--- src/rtl/dmem_arbiter.sv ---
// dmem_arbiter: shares one data-memory port between the core load/store path and a host port
module dmem_arbiter #(
    parameter int ADDR_W       = 32,
    parameter int DATA_W       = 32,
    parameter int STARVE_LIMIT = 4
) (
    input  logic              clk,
    input  logic              reset,
    input  logic              core_req,
    input  logic              core_we,
    input  logic [ADDR_W-1:0] core_addr,
    input  logic [DATA_W-1:0] core_wdata,
    output logic [DATA_W-1:0] core_rdata,
    output logic              core_ack,
    output logic              core_stall,
    input  logic              host_req,
    input  logic              host_we,
    input  logic [ADDR_W-1:0] host_addr,
    input  logic [DATA_W-1:0] host_wdata,
    output logic [DATA_W-1:0] host_rdata,
    output logic              host_ack,
    output logic              mem_en,
    output logic              mem_we,
    output logic [ADDR_W-1:0] mem_addr,
    output logic [DATA_W-1:0] mem_wdata,
    input  logic [DATA_W-1:0] mem_rdata,
    output logic              busy
);
    localparam logic [1:0] IDLE    = 2'd0;
    localparam logic [1:0] RD_CORE = 2'd1;
    localparam logic [1:0] RD_HOST = 2'd2;

    logic [1:0] state;
    logic [7:0] starve_cnt;
    logic       host_win, core_win, rd_core, rd_host;

    // Same-cycle arbitration in IDLE; everything is gated while reset is held low
    always_comb begin
        host_win = reset && state == IDLE && host_req && (!core_req || starve_cnt == 8'(STARVE_LIMIT));
        core_win = reset && state == IDLE && core_req && !host_win;
        rd_core  = reset && state == RD_CORE;
        rd_host  = reset && state == RD_HOST;
    end

    assign mem_en     = host_win || core_win;
    assign mem_we     = host_win ? host_we    : core_win ? core_we    : 1'b0;
    assign mem_addr   = host_win ? host_addr  : core_win ? core_addr  : '0;
    assign mem_wdata  = host_win ? host_wdata : core_win ? core_wdata : '0;
    assign core_ack   = (core_win && core_we) || rd_core;
    assign host_ack   = (host_win && host_we) || rd_host;
    assign core_rdata = rd_core ? mem_rdata : '0;
    assign host_rdata = rd_host ? mem_rdata : '0;
    assign core_stall = reset && core_req && !core_ack;
    assign busy       = state != IDLE;

    // Reads park in RD_* for the data-return cycle; writes stay in IDLE
    always_ff @(posedge clk or negedge reset) begin
        if (!reset)
            state <= IDLE;
        else
            state <= host_win ? (host_we ? IDLE : RD_HOST) : core_win ? (core_we ? IDLE : RD_CORE) : IDLE;
    end

    // Counts core grants made while the host waits, saturating at the limit
    always_ff @(posedge clk or negedge reset) begin
        if (!reset)
            starve_cnt <= '0;
        else if (!host_req || host_win)
            starve_cnt <= '0;
        else if (core_win && starve_cnt != 8'(STARVE_LIMIT))
            starve_cnt <= starve_cnt + 8'd1;
    end
endmodule

--- config.mk ---
export PLATFORM = sky130hd
export DESIGN_NAME = dmem_arbiter
export DESIGN_NICKNAME = d
export VERILOG_FILES = /design/src/rtl/dmem_arbiter.sv
export SDC_FILE = /design/constraint.sdc
export NUM_CORES = 1
export LEC_CHECK = 0
export CAP_MARGIN = 5
export CORE_AREA = 2 2 115 117
export DETAILED_ROUTE_END_ITERATION = 6
export DIE_AREA = 0 0 117 119
export MAX_ROUTING_LAYER = met4
export SLEW_MARGIN = 15
export SYNTH_ARGS = -nofsm -noshare
export SYNTH_HDL_FRONTEND = slang
export SYNTH_SLANG_ARGS = --single-unit
--- constraint.sdc ---
create_clock -name clk -period 5.5 [get_ports clk]
set_input_delay 1.1 -clock clk [delete_from_list [all_inputs] [get_ports clk]]
set_output_delay 1.1 -clock clk [all_outputs]
set_load 0.02 [all_outputs]
# == After elaboration in Yosys (flattened, before gate mapping) ==
# Index checks and enable logic that the tools add are counted.
# op_classes
n_bitwise,0
n_reduce_logical,24
order_cmp,0
addsub,1
n_shift,0
div_mod_pow,0
mux,14
multipliers,0
eq_ne,4
# op_table
cell,n
$mux 32,6
$mux 8,2
$logic_and 1x1->1,12
$add 8x1->8 const B,1
$eq 8x3->1 const B,1
$ne 8x3->1 const B,1
$logic_or 1x1->1,5
$logic_not 1->1,4
$mux 1,4
$mux 2,2
$reduce_bool 2->1,2
$eq 2x1->1 const B,1
$eq 2x2->1 const B,1
$logic_not 2->1,1
# totals
n_memories,0
romBits,0
register_bits,10
latch_bits,0
elab_cells,45
output_inout_bits,134
mem_bits_rw,0
inputBits,166

# == Longest topological paths before layout ==
# Gate-level depths: netlist of the first run.
# logic_depth
ltp_word,10
ltp_mapped,8
mapped_depth_nobuf,6

# == Worst setup path before layout of the first run ==
# Ideal clock, no wire load.
# synth_path
kind,input-to-output
startpoint,input core_req
endpoint,output mem_wdata[14]
required_time_ns,4.400
cell_stages,5
arrival_time_ns,2.539
path_slack_ns,1.861
path_buffers,2
cell_sequence,and4bb_2 a21boi_1 clkbuf_1 clkbuf_1 a22o_1
# synth_via
elab_chain_cells,7
word_cells_on_any_way,8
cone_classes,mux: 2; reduce/logical: 6
# synth_lines
item,line_no,rtl
"start, declared",9,"input logic core_req,"
$logic_not 1->1,39,host_win = reset && state == IDLE && host_req && (!core_req || starve_cnt == 8'(STARVE_LIMIT));
$logic_or 1x1->1,39,
$logic_and 1x1->1,39,
$logic_not 1->1,40,core_win = reset && state == IDLE && core_req && !host_win;
$logic_and 1x1->1,40,
$mux 32,48,assign mem_wdata = host_win ? host_wdata : core_win ? core_wdata : '0;
$mux 32 *,48,
"end, declared",25,"output logic [DATA_W-1:0] mem_wdata,"
# Mark *: on every way between the ends. The rest lies on a longest branch, timed or not.

# == Worst setup path after layout of the first run ==
# layout_path
startpoint,input reset
endpoint,output mem_addr[7]
# layout_via
elab_chain_cells,7
word_cells_on_any_way,8
cone_classes,mux: 2; reduce/logical: 6
# layout_lines
item,line_no,rtl
"start, declared",8,"input logic reset,"
$logic_and 1x1->1 *,"39, 40",
$logic_and 1x1->1 (2 in series),39,
$logic_not 1->1,40,
$logic_and 1x1->1,40,
$mux 32,47,assign mem_addr = host_win ? host_addr : core_win ? core_addr : '0;
$mux 32 *,47,
"end, declared",24,"output logic [ADDR_W-1:0] mem_addr,"
# Marked as above.

==> results.py, run 1 <==
metrics = {
    "critical_path": {
        "critPathMaxStageDelay_ns": 0.67,
        "cp-end-kind": "primary output",
        "crit_chain": "clkdlybuf4s50_1, or3b_2, nor3b_4, buf_12, a22o_1, clkdlybuf4s50_1",
        "path_common_cell": "clkdlybuf4s50_1",
        "worstSetupStartpointType": "input pin",
        "path_max_fanout": 67,
        "crit_type": "input pin to primary output",
        "cpMaxStageDelayCell": "clkdlybuf4s50_1",
        "crit_path_end": "mem_addr[7]",
        "reg2regPathDepth": 5,
        "startpoint": "reset",
        "r2r-start": "starve_cnt[5]$_DFFE_PN0P_",
        "reg2reg_slack_ns": 3.35,
        "reg2reg_to": "state[1]$_DFF_PN0_",
        "worstPathRequired_ns": 4.40,
        "cp.arrival_ns": 3.57,
    },
    "timing": {
        "relSlewSlack_pct": 65.0,
        "fin_crit_ns": 4.67,
        "rsz0062_at_grt": "no",
        "fin_crit_sh_pct": 85.0,
        "fin_tns_setup_ns": 0,
        "finalHoldViolCount": 0,
        "setup_viol": 0,
        "slew_violations": 0,
        "max_freq_mhz": 214,
        "tightestPinTransition_ns": 0.520,
        "setup_ws_ns": 0.826,
        "finalClockSkew_ns": 0.000797,
    },
    "floorplan": {
        "dieArea_um2": 13900,
        "initial_core_util_pct": 13.1,
        "die_w_um": 117,
        "coreArea_um2": 12900,
        "fp.dieH_um": 119,
        "rows": 42,
        "io_pins": 300,
    },
    "pwr": {
        "p_per_area_nw_per_um2": 106,
        "irDropWorstVdd_v": 0.0000701,
        "total_leakage_power_nw": 1.90,
    },
    "place": {
        "placed_cells": 676,
        "port_buffers": 299,
        "post-dp-hpwl_mm": 9.30,
        "gp_congestion": 0.885,
        "dp_worst_setup_slack_ns": 0.839,
        "place_area_um2": 4870,
    },
    "grt": {
        "gr-total-overflow": 0,
        "grtUsageTotal_pct": 14.5,
        "grt_pass1_wl_mm": 15.4,
        "antenna_found_initial": 0,
        "first_global_vias": 2788,
        "grt_max_degree": 68,
    },
    "cells_and_area": {
        "final_cell_count_no_fill": 679,
        "post-route-util_pct": 38.4,
        "drive_gt1_share_pct": 2.78,
        "fin_area_um2": 4950,
        "antenna_cells": 0,
        "nets": 673,
        "area_growth_pct": 194,
    },
    "logic_synthesis": {
        "yosys.cell_types.count": 31,
        "syn_area_um2": 1680,
        "synthCells": 217,
        "ys_seq_area_share_pct": 14.9,
        "synthFlopType": "dfrtp_1",
        "yosys_warnings": 0,
        "synth_edf_count": 0,
        "ys_ff_latch": 10,
        "syn-num-nets": 385,
        "synth-async-reset-ratio_pct": 100,
        "synth.avg_cell_area_um2": 7.76,
    },
    "route": {
        "postRouteWirelength_mm": 10.7,
        "drc": 0,
        "dr.pass1.iters": 5,
        "drt-initial-drc-count": 66,
        "antenna_left": 0,
        "wl_per_cell_um": 15.7,
        "num_vias": 2826,
        "drt-vias-per-instance": 4.16,
    },
    "clock_tree": {
        "cts_tree": "built",
        "cts_hold_buf": 0,
        "root_buffer": "clkbuf_16",
        "clk_latency_ns": 0.23,
        "clkTransAtPathRegs_ns": 0.04,
        "cts_buffer_depth": 2,
        "htree_levels": 1,
        "postCtsSetupBuffers": 0,
        "cts_made_buffers": 3,
        "clock-sinks": 10,
        "ctsResizeCount": 0,
    },
    "status": {
        "status": "completed",
    },
    "worst_hold_path": {
        "hold_path_depth": 2,
        "hp-class": "flip-flop to flip-flop",
    },
    "job": {
        "drv_cap": 0,
    },
}
## Yosys cell counts (2+ instances only)
cell | count | area share, %
ha_1 | 2 | 1.5
inv_1 | 3 | 0.67
nand3_1 | 2 | 0.59
o21ai_0 | 2 | 0.59
buf_6 | 3 | 2.0
nor2b_1 | 3 | 1.1
a21o_1 | 2 | 0.89
nor2_1 | 8 | 1.8
clkbuf_1 | 13 | 2.9
nand4_1 | 4 | 1.5
and3_1 | 3 | 1.1
xor2_1 | 4 | 2.1
nor3b_1 | 2 | 0.89
dfrtp_1 | 10 | 15
a21boi_0 | 3 | 1.3
buf_2 | 4 | 1.2
and2_1 | 64 | 24
nand2_1 | 8 | 1.8
a22o_1 | 65 | 34
## routing by layer
layer  vias to the layer above  track usage (%)  share of wire, %
met5                         -                -                 0
met4                         0             3.68               2.6
met3                        16             3.41               8.9
met2                       156             26.2                52
met1                      1280             15.8                37
li1                       1374                -                 -
## sequential cells by signal (all words and copies together), names as in the netlist
| register | flops |
|---|---|
| starve_cnt | 8 |
| state | 2 |
## worst min path at each step
stage / start / end / slack (ns)
after detailed placement: starve_cnt[7]$_DFFE_PN0P_ / starve_cnt[7]$_DFFE_PN0P_ / 0.55
after floorplan: starve_cnt[7]$_DFFE_PN0P_ / starve_cnt[7]$_DFFE_PN0P_ / 0.50
after CTS: starve_cnt[7]$_DFFE_PN0P_ / starve_cnt[7]$_DFFE_PN0P_ / 0.57
final: starve_cnt[7]$_DFFE_PN0P_ / starve_cnt[7]$_DFFE_PN0P_ / 0.58
after global routing: starve_cnt[7]$_DFFE_PN0P_ / starve_cnt[7]$_DFFE_PN0P_ / 0.62
after global placement: starve_cnt[7]$_DFFE_PN0P_ / starve_cnt[7]$_DFFE_PN0P_ / 0.52
## stage by stage
step	hold WS [ns]	total power [mW]
after floorplan	0.496	0.186
after global placement	0.518	0.399
after detailed placement	0.553	0.401
after CTS	0.569	0.528
after global routing	0.622	0.544
final	0.583	0.523
## cell families (layout without fill, tap and decap cells)
| kind of cell | count (synthesis) | in the layout | synth area share (%) |
|---|---|---|---|
| compound gates | 76 | 76 | 38.3 |
| fa+ha+maj | 2 | 2 | 1.49 |
| xor+xnor | 4 | 4 | 2.08 |
| flops | 10 | 10 | 14.9 |
| simple gates | 101 | 101 | 36.0 |
| buf+inv | 24 | 310 | 7.21 |
## power by group
part	leakage, nW	internal (mW)	switching (mW)	total, mW
Combinational	1.72	0.197	0.124	0.321
Sequential	0.139	0.0750	0.00139	0.0764
Clock	0.0370	0.0940	0.0314	0.125
## worst max-delay path: cells and delay by family
kind / cells / cell delay, ns
AND/OR/NAND/NOR: 2 / 0.82
AO/OA/AOI/OAI: 1 / 0.18
buffers and inverters: 3 / 1.43
## cell type report
| type | count | area, µm² |
|---|---|---|
| sequential | 10 | 250 |
| fill | 1323 | 7930 |
| clock buffer | 3 | 75.1 |
| multi-input combinational | 183 | 1340 |
| timing repair buffer | 304 | 3060 |
| inverter | 3 | 11.3 |
| tap | 176 | 220 |
## layout by cell type, fill, tap and decap left out, types with 3 or more instances in the layout
| cell type | n |
|---|---|
| nand4_1 | 4 |
| dfrtp_1 | 10 |
| buf_4 | 3 |
| inv_1 | 3 |
| clkdlybuf4s50_1 | 299 |
| nor2b_1 | 3 |
| and2_1 | 64 |
| xor2_1 | 4 |
| nor2_1 | 8 |
| a22o_1 | 65 |
| nand2_1 | 8 |
| and3_1 | 3 |
| a21boi_0 | 3 |
| clkbuf_16 | 3 |
No activity file was read; power rests on OpenSTA's default activity.
==> run 2, diff against run 1 <==
--- a/config.mk
+++ b/config.mk
@@ -6,9 +6,9 @@
 export NUM_CORES = 1
 export LEC_CHECK = 0
 export CAP_MARGIN = 5
-export CORE_AREA = 2 2 115 117
+export CORE_AREA = 2 2 116 118
 export DETAILED_ROUTE_END_ITERATION = 6
-export DIE_AREA = 0 0 117 119
+export DIE_AREA = 0 0 118 120
 export MAX_ROUTING_LAYER = met4
 export SLEW_MARGIN = 15
 export SYNTH_ARGS = -nofsm -noshare
==> constraint.sdc (replaced) <==
create_clock -name clk -period 4.3 [get_ports clk]
set_input_delay 0.86 -clock clk [delete_from_list [all_inputs] [get_ports clk]]
set_output_delay 0.86 -clock clk [all_outputs]
set_load 0.02 [all_outputs]
==> results.py, run 2 (same netlist as run 1, synthesis figures left out) <==
metrics = {
    "clock_tree": {
        "ctsResizeCount": 0,
        "htree_levels": 1,
        "cts_tree": "built",
        "clkTransAtPathRegs_ns": 0.04,
        "cts_buffer_depth": 2,
        "postCtsSetupBuffers": 0,
        "cts_hold_buf": 0,
        "root_buffer": "clkbuf_16",
        "clk_latency_ns": 0.24,
        "clock-sinks": 10,
        "cts_made_buffers": 3,
    },
    "critical_path": {
        "r2r-start": "starve_cnt[4]$_DFFE_PN0P_",
        "worstSetupStartpointType": "input pin",
        "worstPathRequired_ns": 3.44,
        "reg2reg_slack_ns": 2.09,
        "cp.arrival_ns": 3.26,
        "path_max_fanout": 38,
        "reg2reg_to": "state[1]$_DFF_PN0_",
        "crit_type": "input pin to primary output",
        "cp-end-kind": "primary output",
        "reg2regPathDepth": 5,
    },
    "floorplan": {
        "initial_core_util_pct": 13.0,
        "fp.dieH_um": 120,
        "die_w_um": 118,
        "coreArea_um2": 13000,
        "rows": 42,
        "dieArea_um2": 14200,
        "io_pins": 300,
    },
    "timing": {
        "holdWs_ns": 0.547,
        "relSlewSlack_pct": 60.1,
        "fin_crit_sh_pct": 95.8,
        "setup_viol": 0,
        "max_freq_mhz": 243,
        "fin_crit_ns": 4.12,
        "finalHoldViolCount": 0,
        "finalClockSkew_ns": 0.000992,
        "tightestPinTransition_ns": 0.593,
        "slew_violations": 0,
        "fin_tns_setup_ns": 0,
        "rsz0062_at_grt": "no",
    },
    "cells_and_area": {
        "antenna_cells": 0,
        "post-route-util_pct": 38.6,
        "largest_reg_flops": 8,
        "nets": 677,
        "final_common_cell": "clkdlybuf4s50_1",
        "final-seq-area_um2": 250,
        "largest_registers": "starve_cnt x8, state x2",
        "largest-register": "starve_cnt",
        "multi_input_area_um2": 1340,
        "area_growth_pct": 198,
        "fin_area_um2": 5020,
        "final.fill_count": 1342,
        "final_cell_mix": "clkdlybuf4s50_1, a22o_1, and2_1, dfrtp_1",
        "drive_gt1_share_pct": 3.74,
    },
    "grt": {
        "grtUsageTotal_pct": 14.5,
        "antenna_found_initial": 0,
        "gr-total-overflow": 0,
        "grt_max_degree": 39,
        "first_global_vias": 2831,
        "grt_pass1_wl_mm": 15.7,
    },
    "worst_hold_path": {
        "min_to": "starve_cnt[7]$_DFFE_PN0P_",
        "hold_path_depth": 2,
        "hp-class": "flip-flop to flip-flop",
        "hold_start": "starve_cnt[7]$_DFFE_PN0P_",
    },
    "route": {
        "drt-initial-drc-count": 80,
        "num_vias": 2807,
        "antenna_left": 0,
        "drc": 0,
        "dr.pass1.iters": 4,
        "wl_per_cell_um": 16.1,
        "postRouteWirelength_mm": 11.0,
        "drt-vias-per-instance": 4.10,
    },
    "pwr": {
        "irDropWorstVdd_v": 0.0000874,
        "total_leakage_power_nw": 1.93,
        "totalPowerFinal_uw": 702,
        "p_per_area_nw_per_um2": 140,
    },
    "place": {
        "place_area_um2": 4930,
        "port_buffers": 299,
        "gp_congestion": 0.863,
        "post-dp-hpwl_mm": 9.59,
    },
    "status": {
        "status": "completed",
    },
    "job": {
        "drv_cap": 0,
    },
}
run 2: cell types whose count changed in the layout (fill, tap and decap cells not counted), sizes merged:
cell | previous run | this run
buf | 5 | 9
clkbuf | 3 | 4
run 2: through the flow:
| stage | setup WS (ns) | std cells |
|---|---|---|
| floorplan | 1.14 | 217 |
| global placement | 0.183 | 680 |
| detailed placement | 0.181 | 680 |
| CTS | 0.162 | 684 |
| global route | 0.0836 | 684 |
| finish | 0.181 | 684 |
run 2: cell type report:
type,count,area share (%)
clock buffers,4,1.77
inverters,3,0.224
multi-input cells,183,26.6
flip-flops and latches,10,4.99
well taps,176,4.39
repair buffers,308,62.0
run 2: how the worst max path moves through the flow:
stage | from | cells past startpoint | end | slack, ns
4_1_cts | reset | 6 | mem_addr[4] | 0.16
3_5_place_dp | reset | 6 | mem_addr[4] | 0.18
2_1_floorplan | core_req | 5 | mem_wdata[14] | 1.14
6_report | reset | 6 | mem_addr[4] | 0.18
3_3_place_gp | reset | 6 | mem_addr[4] | 0.18
5_1_grt | reset | 6 | mem_addr[4] | 0.08
run 2: where the power goes:
group / internal [mW] / switching (mW) / leakage [nW]
sequential: 0.0959 / 0.00207 / 0.139
clock: 0.140 / 0.0475 / 0.0442
combinational: 0.257 / 0.160 / 1.75
run 2: metal layers:
| layer | GRT usage [%] | part of all wire [%] | vias to the layer above |
|---|---|---|---|
| met1 | 15.0 | 37 | 1275 |
| met3 | 3.56 | 7.5 | 11 |
| li1 | - | - | 1383 |
| met4 | 3.01 | 1.3 | 0 |
| met5 | - | 0 | - |
| met2 | 27.8 | 54 | 138 |
run 2: worst max-delay path, cell delays in order:
cell	delay (ns)
clkdlybuf4s50_1	0.49
or3b_2	0.49
nor3b_4	0.36
buf_12	0.25
a22o_1	0.16
clkdlybuf4s50_1	0.63
==> run 3, diff against run 2 <==
--- a/config.mk
+++ b/config.mk
@@ -10,6 +10,8 @@
 export DETAILED_ROUTE_END_ITERATION = 6
 export DIE_AREA = 0 0 118 120
 export MAX_ROUTING_LAYER = met4
+export PLACE_DENSITY_LB_ADDON = 0.25
+export REMOVE_ABC_BUFFERS = 1
 export SLEW_MARGIN = 15
 export SYNTH_ARGS = -nofsm -noshare
 export SYNTH_HDL_FRONTEND = slang
==> results.py, run 3 (same netlist as run 1, synthesis figures left out) <==
metrics = {
    "status": {
        "status": "completed",
    },
    "route": {
        "drt-initial-drc-count": 113,
        "postRouteWirelength_mm": 12.4,
        "wl_per_cell_um": 18.1,
        "drc": 0,
        "antenna_left": 0,
        "num_vias": 2801,
        "drt-vias-per-instance": 4.09,
        "dr.pass1.iters": 4,
    },
    "worst_hold_path": {
        "hold_path_depth": 2,
        "hold_start": "starve_cnt[7]$_DFFE_PN0P_",
        "min_to": "starve_cnt[7]$_DFFE_PN0P_",
        "hp-class": "flip-flop to flip-flop",
    },
    "critical_path": {
        "crit_type": "input pin to primary output",
        "path_max_fanout": 20,
        "startpoint": "reset",
        "worstSetupStartpointType": "input pin",
        "r2r-start": "starve_cnt[4]$_DFFE_PN0P_",
        "cp-end-kind": "primary output",
        "worstPathRequired_ns": 3.44,
        "reg2reg_to": "state[1]$_DFF_PN0_",
        "reg2regPathDepth": 5,
        "cp.arrival_ns": 3.30,
        "reg2reg_slack_ns": 2.07,
    },
    "timing": {
        "fin_crit_ns": 4.16,
        "holdWs_ns": 0.542,
        "tightestPinTransition_ns": 0.504,
        "relSlewSlack_pct": 66.0,
        "max_freq_mhz": 240,
        "fin_crit_sh_pct": 96.7,
        "setup_viol": 0,
        "finalHoldViolCount": 0,
        "finalClockSkew_ns": 0.00188,
        "slew_violations": 0,
        "fin_tns_setup_ns": 0,
        "rsz0062_at_grt": "no",
    },
    "grt": {
        "grtUsageTotal_pct": 16.5,
        "grt_pass1_wl_mm": 17.3,
        "antenna_found_initial": 0,
        "first_global_vias": 2798,
        "grt_max_degree": 68,
        "gr-total-overflow": 0,
    },
    "clock_tree": {
        "clk_latency_ns": 0.24,
        "postCtsSetupBuffers": 0,
        "cts_tree": "built",
        "cts_made_buffers": 3,
        "htree_levels": 1,
        "clkTransAtPathRegs_ns": 0.04,
        "clock-sinks": 10,
        "cts_hold_buf": 0,
        "cts_buffer_depth": 2,
        "root_buffer": "clkbuf_16",
        "ctsResizeCount": 0,
    },
    "floorplan": {
        "die_w_um": 118,
        "dieArea_um2": 14200,
        "coreArea_um2": 13000,
        "initial_core_util_pct": 13.0,
        "rows": 42,
        "io_pins": 300,
        "fp.dieH_um": 120,
    },
    "pwr": {
        "irDropWorstVdd_v": 0.0000992,
        "p_per_area_nw_per_um2": 141,
        "total_leakage_power_nw": 1.95,
    },
    "cells_and_area": {
        "largest-register": "starve_cnt",
        "final.fill_count": 1335,
        "largest_registers": "starve_cnt x8, state x2",
        "area_growth_pct": 198,
        "nets": 678,
        "final_common_cell": "clkdlybuf4s50_1",
        "largest_reg_flops": 8,
        "final_cell_mix": "clkdlybuf4s50_1, a22o_1, and2_1, buf_4, dfrtp_1",
        "antenna_cells": 0,
        "drive_gt1_share_pct": 4.91,
    },
    "place": {
        "port_buffers": 299,
        "post-dp-hpwl_mm": 10.7,
        "gp_congestion": 0.827,
    },
    "job": {
        "drv_cap": 0,
    },
}
-- run 3: cell types whose count changed in the layout (fill, tap and decap cells not counted), sizes merged --
cell and change:
buf +6, clkdlybuf4s50 -5
-- run 3: worst max-delay path, stage by stage --
cell	delay (ns)
clkdlybuf4s50_1	0.51
buf_4	0.16
and4bb_2	0.24
a21boi_4	0.37
buf_4	0.33
a22o_1	0.18
clkdlybuf4s50_1	0.64
-- run 3: power by group --
| part | total [mW] | switching [mW] | leakage [nW] | internal, mW |
|---|---|---|---|---|
| sequential | 0.0975 | 0.00170 | 0.139 | 0.0959 |
| combinational | 0.423 | 0.165 | 1.77 | 0.258 |
| clock | 0.189 | 0.0489 | 0.0442 | 0.140 |
| total | 0.710 | 0.216 | 1.95 | 0.495 |
-- run 3: stage by stage --
stage	utilization, %	std cells	instance area (µm²)	total power [mW]	setup slack, ns
after global routing	38.7	685	5020	0.741	0.00673
after detailed placement	38.0	681	4930	0.526	0.160
after CTS	38.7	685	5020	0.720	0.125
after floorplan	-	196	1570	0.233	-0.808
final	38.7	685	5020	0.710	0.141
after global placement	38.0	681	4930	0.523	0.161
-- run 3: final cells by class --
type / instances / area (µm²) / share of cell area, %
well taps: 176 / 220 / 4.38
clock buffers: 4 / 88.8 / 1.77
inverters: 3 / 11.3 / 0.224
multi-input cells: 183 / 1340 / 26.6
repair buffers: 309 / 3120 / 62.1
flip-flops and latches: 10 / 250 / 4.98
-- run 3: worst max-delay path by stage --
stage / end / cells past startpoint
after floorplan: core_stall / 3
after global placement: mem_wdata[8] / 7
after detailed placement: mem_wdata[8] / 7
after CTS: mem_wdata[8] / 7
after global routing: mem_wdata[8] / 7
final: mem_wdata[8] / 7
-- run 3: routing by layer --
layer | track usage, % | part of all wire [%] | vias to the layer above | routed length (µm)
met1 | 17.6 | 37 | 1304 | 4640
met3 | 3.33 | 5.2 | 10 | 649
li1 | - | - | 1383 | -
met2 | 31.4 | 56 | 104 | 6940
met4 | 3.99 | 1.6 | 0 | 198
met5 | - | 0 | - | 0
